--- src/rtl/bcd_display_mux.sv ---
// Two-digit multiplexed active-low 7-segment driver with per-frame digit snapshot and TC-stretched dp flash.
// Outputs registered one cycle behind internal state; no backpressure. Optional LEADING_ZERO_BLANK_EN blanks a zero tens digit.
module bcd_display_mux #(
  parameter int REFRESH_DIV = 4,
  parameter int FLASH_LEN   = 8
) (
  input  logic       clk,
  input  logic       reset,
  input  logic [3:0] count_0,
  input  logic [3:0] count_1,
  input  logic       TC,
  output logic [6:0] seg,
  output logic [1:0] an,
  output logic       dp
);

  localparam int PW = (REFRESH_DIV > 1) ? $clog2(REFRESH_DIV) : 1;
  localparam int FW = $clog2(FLASH_LEN + 1);
  localparam logic [PW-1:0] PRE_LAST = PW'(REFRESH_DIV - 1);
  localparam logic [FW-1:0] FL_LOAD  = FW'(FLASH_LEN);

  logic [PW-1:0] pre;
  logic          sel;
  logic [3:0]    sh0;
  logic [3:0]    sh1;
  logic [FW-1:0] fl;
  logic          pre_wrap;
  logic [6:0]    seg_nxt;

  function automatic logic [6:0] decode(input logic [3:0] d);
    case (d)
      4'd0:    decode = 7'b1000000;
      4'd1:    decode = 7'b1111001;
      4'd2:    decode = 7'b0100100;
      4'd3:    decode = 7'b0110000;
      4'd4:    decode = 7'b0011001;
      4'd5:    decode = 7'b0010010;
      4'd6:    decode = 7'b0000010;
      4'd7:    decode = 7'b1111000;
      4'd8:    decode = 7'b0000000;
      4'd9:    decode = 7'b0010000;
      default: decode = 7'b0111111;
    endcase
  endfunction

  assign pre_wrap = (pre == PRE_LAST);

  always_comb begin
    seg_nxt = decode(sel ? sh1 : sh0);
`ifdef LEADING_ZERO_BLANK_EN
    if (sel && (sh1 == 4'd0)) seg_nxt = 7'b1111111;
`endif
  end

  always_ff @(posedge clk) begin
    if (reset) begin
      pre <= '0;
      sel <= 1'b0;
      sh0 <= 4'd0;
      sh1 <= 4'd0;
      fl  <= '0;
      seg <= 7'b1111111;
      an  <= 2'b11;
      dp  <= 1'b1;
    end else begin
      pre <= pre_wrap ? '0 : pre + PW'(1);
      if (pre_wrap) sel <= ~sel;
      // Snapshot only at frame end so both digits always come from the same sample.
      if (pre_wrap && sel) begin
        sh0 <= count_0;
        sh1 <= count_1;
      end
      if (TC)             fl <= FL_LOAD;
      else if (fl != '0)  fl <= fl - FW'(1);
      an  <= sel ? 2'b01 : 2'b10;
      seg <= seg_nxt;
      dp  <= (fl == '0);
    end
  end

endmodule
--- config.mk ---
export PLATFORM = sky130hd
export DESIGN_NAME = bcd_display_mux
export DESIGN_NICKNAME = d
export VERILOG_FILES = /design/src/rtl/bcd_display_mux.sv
export SDC_FILE = /design/constraint.sdc
export NUM_CORES = 1
export LEC_CHECK = 0
export ABC_AREA = 0
export CAP_MARGIN = 20
export CORE_MARGIN = 2
export CORE_UTILIZATION = 45
export CTS_CLUSTER_SIZE = 14
export DETAILED_ROUTE_END_ITERATION = 7
export PLACE_DENSITY = 0.69
export SLEW_MARGIN = 25
export SYNTH_ARGS = -nofsm -noshare
export SYNTH_HDL_FRONTEND = slang
export SYNTH_SLANG_ARGS = --single-unit
--- constraint.sdc ---
create_clock -name clk -period 1.75 [get_ports clk]
set_clock_uncertainty 0.2 [all_clocks]
set_input_delay 0.525 -clock clk [delete_from_list [all_inputs] [get_ports clk]]
set_output_delay 0.525 -clock clk [all_outputs]
set_load 0.01 [all_outputs]
==> impl.org <==
** STA
- At the pin with the least slew margin, the transition time is 404.4 ps.
- Achievable frequency :: between 500 and 600 MHz
- The max-slew violation count was 0.
- The worst path in the final design needs a cycle of 1680 ps, including I/O delays and setup.
- Fraction of the cycle the final worst path needs :: a little over nine tenths
- Setup violations remaining at the end of the flow were counted as 0.
- Remaining max-slew budget at the tightest pin :: between 70% and 80%
- Once routing completed, OpenROAD measured the worst setup slack at 69.61 ps.
- The final hold violation count came to 0.

** Pwr
- The analysis attributes to cell leakage a power of 0.0005647 uW.
- Cell internal power was estimated by the tool at roughly 800 uW.
- Sw Share :: 26.01%
- Largest vdd supply drop :: 0.6172 mV
- Of the total power, the clock network draws 24.5%.
- Combinational cell fraction of total power :: 18.2%
- The analysis attributes to net switching a power of 281.0 uW.
- For this design the ratio of total power to cell area is between 700 and 800 mW/mm2.
- Sequential cells account for 57.3% of the total power.

** Worst setup path
- The largest individual stage delay along the critical path comes from the cell dfxtp_2.
- The worst setup path is launched from a flip-flop.
- CP Data Arrival Time :: 1700 ps
- Critical path peak fanout :: 8
- Required time of the worst setup path :: 1770 ps
- The critical path goes through buf_4 > mux2i_2 > a21oi_1 > a311o_1.
- The worst setup path is captured at a flip-flop.
- Category of the most critical setup path :: reg -> reg
- Maximum single-stage delay on the critical path :: 420 ps

** GRT
- The number of global-route vias before repair is 808.
- Maximum number of pins on one net before global-route repair :: 16
- Summed over all layers, the global routing overflow is 0.
- The number of antenna violations at the first check in global routing came to 0.
- Global-route wire length before repair :: about 3400 um
- GRT Util Overall :: 16.36%

** Place
- Detailed placement ended at an HPWL of 1614 um.
- At the placement stage, the worst setup path has a slack of -0.7107 ps.
- Routability-driven placement finished with a final weighted congestion of 0.7943.
- In this run the tool buffered the top-level ports with 20 buffer cells.

** Synth
- #FFs+latches synth :: 25
- Synth warn :: 0
- The share of synthesized area in the top cell type comes to between 40 and 50%.
- Synthesized instance count :: 117
- Post-synthesis cell type count :: 35
- Post-Synthesis Cell Area :: 0.001119 mm2
- Sequential elements use approximately 45% of the synthesized area.
- Each instance of the synthesized netlist takes up on average around 9.6 um2.
- Syn_nets :: 135
- Biggest area consumer among synthesized cells :: dfxtp_1
- Sorting the synthesized cells by area gives the leading types as dfxtp_1, ha_1, a21oi_1, nand2_1, nand3_1.

** Finish
- Most common cell after layout, fill and taps aside :: dfxtp_1
- Leading cell types in the layout, fill and taps excluded :: dfxtp_1, nand2_1, a21oi_1, clkdlybuf4s50_1, dlygate4sd2_1
- Final Net Count :: 164
- Measured on the finished design, the core utilization comes to 59.92%.
- The repair_antennas step left the layout with diodes totalling 0.
- Of the cells placed in the final design, the portion with a size suffix greater than 1 is a little under a fifth.
- Area growth, synth to finish :: 29.08%

** Route
- 1st-iter DRT viols :: 11
- Using the TritonRoute via totals, the vias-per-cell ratio works out to 5.103.
- Remaining antenna violation count after routing :: 0
- Wires add up to approximately 2100 um.
- After detailed routing, the average wire length per cell comes to ~12 um.
- Count of unresolved DRC violations after routing :: 0
- The first TritonRoute pass finished after 4 iterations.
- Vias :: roughly 890

** Clock tree
- The clock passes through at most 2 buffers.
- TritonCTS clock tree :: done
- CTS root buf :: clkbuf_4
- Clock latency reported for the late side of the worst-skew pair :: 320 ps
- After clock tree synthesis, the clock-pin slew on the worst setup and hold paths is between 100 and 150 ps.
- After clock tree synthesis, the setup repair step added 0 buffers.
- In this run the number of H-tree levels came out at 1.
- TritonCTS buffer count :: 3
- For this design, the sink count on the clock tree is 25.
- Hold buffer count at cts :: 0

** Floorplan
- Starting utilization of the core area :: 46.42%
- After floorplanning, the core was sized to cover 0.002410 mm2.
- The die covers 0.002900 mm2.
- Top Ports :: 21
- The die is 53.86 um wide.
- The floorplan has 18 rows.
- The die is approximately 54 um tall.

** Run
- Across the run, the number of max-cap violations was 0.

** Status
- Outcome :: finished, final reports clean

** Worst hold path
- The path class of the tightest hold or removal check is reg -> reg.
## final timing paths
kind	end	cells past startpoint	startpoint	slack [ps]
setup reg to reg	seg[4]$_SDFF_PP1_	4	sel$_SDFFE_PP0N_	70
setup / recovery	seg[4]$_SDFF_PP1_	4	sel$_SDFFE_PP0N_	70
hold / removal	pre[0]$_SDFF_PP0_	1	pre[0]$_SDFF_PP0_	240
hold reg to reg	pre[0]$_SDFF_PP0_	1	pre[0]$_SDFF_PP0_	240
## cell usage after synthesis, drive strengths merged
library cell,count
nor2b,1
and2,1
ha,7
nand3,9
o211ai,1
or3b,1
o31ai,1
a311o,1
nor3,3
a31oi,1
mux2,2
buf,2
xnor2,2
nand3b,1
a21o,1
a21oi,13
or3,1
a22oi,2
a2111oi,1
dfxtp,25
o21ai,1
nand2b,1
nand2,14
clkbuf,3
nor2,4
o21a,1
nor3b,2
mux2i,5
inv,7
a211oi,1
or2,2
## critical path, delay by kind of cell (launching register included)
kind / cells / cell delay (ps)
mux: 1 / 340
compound gates: 2 / 430
flops: 1 / 420
buf+inv: 1 / 200
## cell families (layout without fill, tap and decap cells)
group	Yosys count	count (layout)	share of synthesized area (%)
and+or+nand+nor	40	40	18.68
AOI/OAI and AO/OA	24	24	14.54
xor gates and xnor gates	2	2	1.566
DFF	25	25	44.74
muxes	7	7	7.941
buffers and inverters	12	40	4.698
adders and majority gates	7	7	7.830
## power by group through the flow
stage	logic (uW)	clock network (uW)	registers [uW]
after floorplan	111	0	636
after CTS	188	278	617
final	197	265	619
after detailed placement	197	0	631
after global placement	192	0	630
after global routing	218	298	623
## layer usage
metal / GRT usage [%] / wire length [um] / up-vias
met5: 0 / 0 / -
met4: 8.547 / 48 / 0
met3: 3.889 / 94 / 7
met2: 28.25 / 999 / 18
met1: 18.51 / 930 / 406
li1: - / - / 462
## repair_timing
action	in CTS	in global routing
pin swaps	0	0
endpoints found under the setup margin	10	5
resized for setup	10	6
## flip-flops by register name, summed over array words and instances (netlist names)
name  cells
fl        4
sel       1
an        2
seg       7
pre       2
sh1       4
sh0       4
dp        1
## stage by stage
| step | cell area [um2] | setup TNS, ps | hold slack, ps | instances | power, uW |
|---|---|---|---|---|---|
| after floorplan | 1122 | 0 | 204.3 | 117 | 746.4 |
| after detailed placement | 1401 | -0.7107 | 220.6 | 171 | 828.0 |
| final | 1444 | 0 | 237.0 | 175 | 1081 |
| after global placement | 1401 | 0 | 213.8 | 171 | 821.2 |
| after global routing | 1444 | -15.35 | 270.1 | 175 | 1139 |
| after CTS | 1419 | 0 | 240.4 | 175 | 1083 |
## area by class of cell
cell class	instances	area (um2)
clock buffers	3	22.52
repair buffers	29	255.2
well taps	30	37.54
fillers	245	965.9
multi-input cells	80	593.1
flip-flops and latches	25	501.7
clock inverters	1	7.507
inverters	7	26.28
Note: power is estimated with default switching activity, not from simulation.
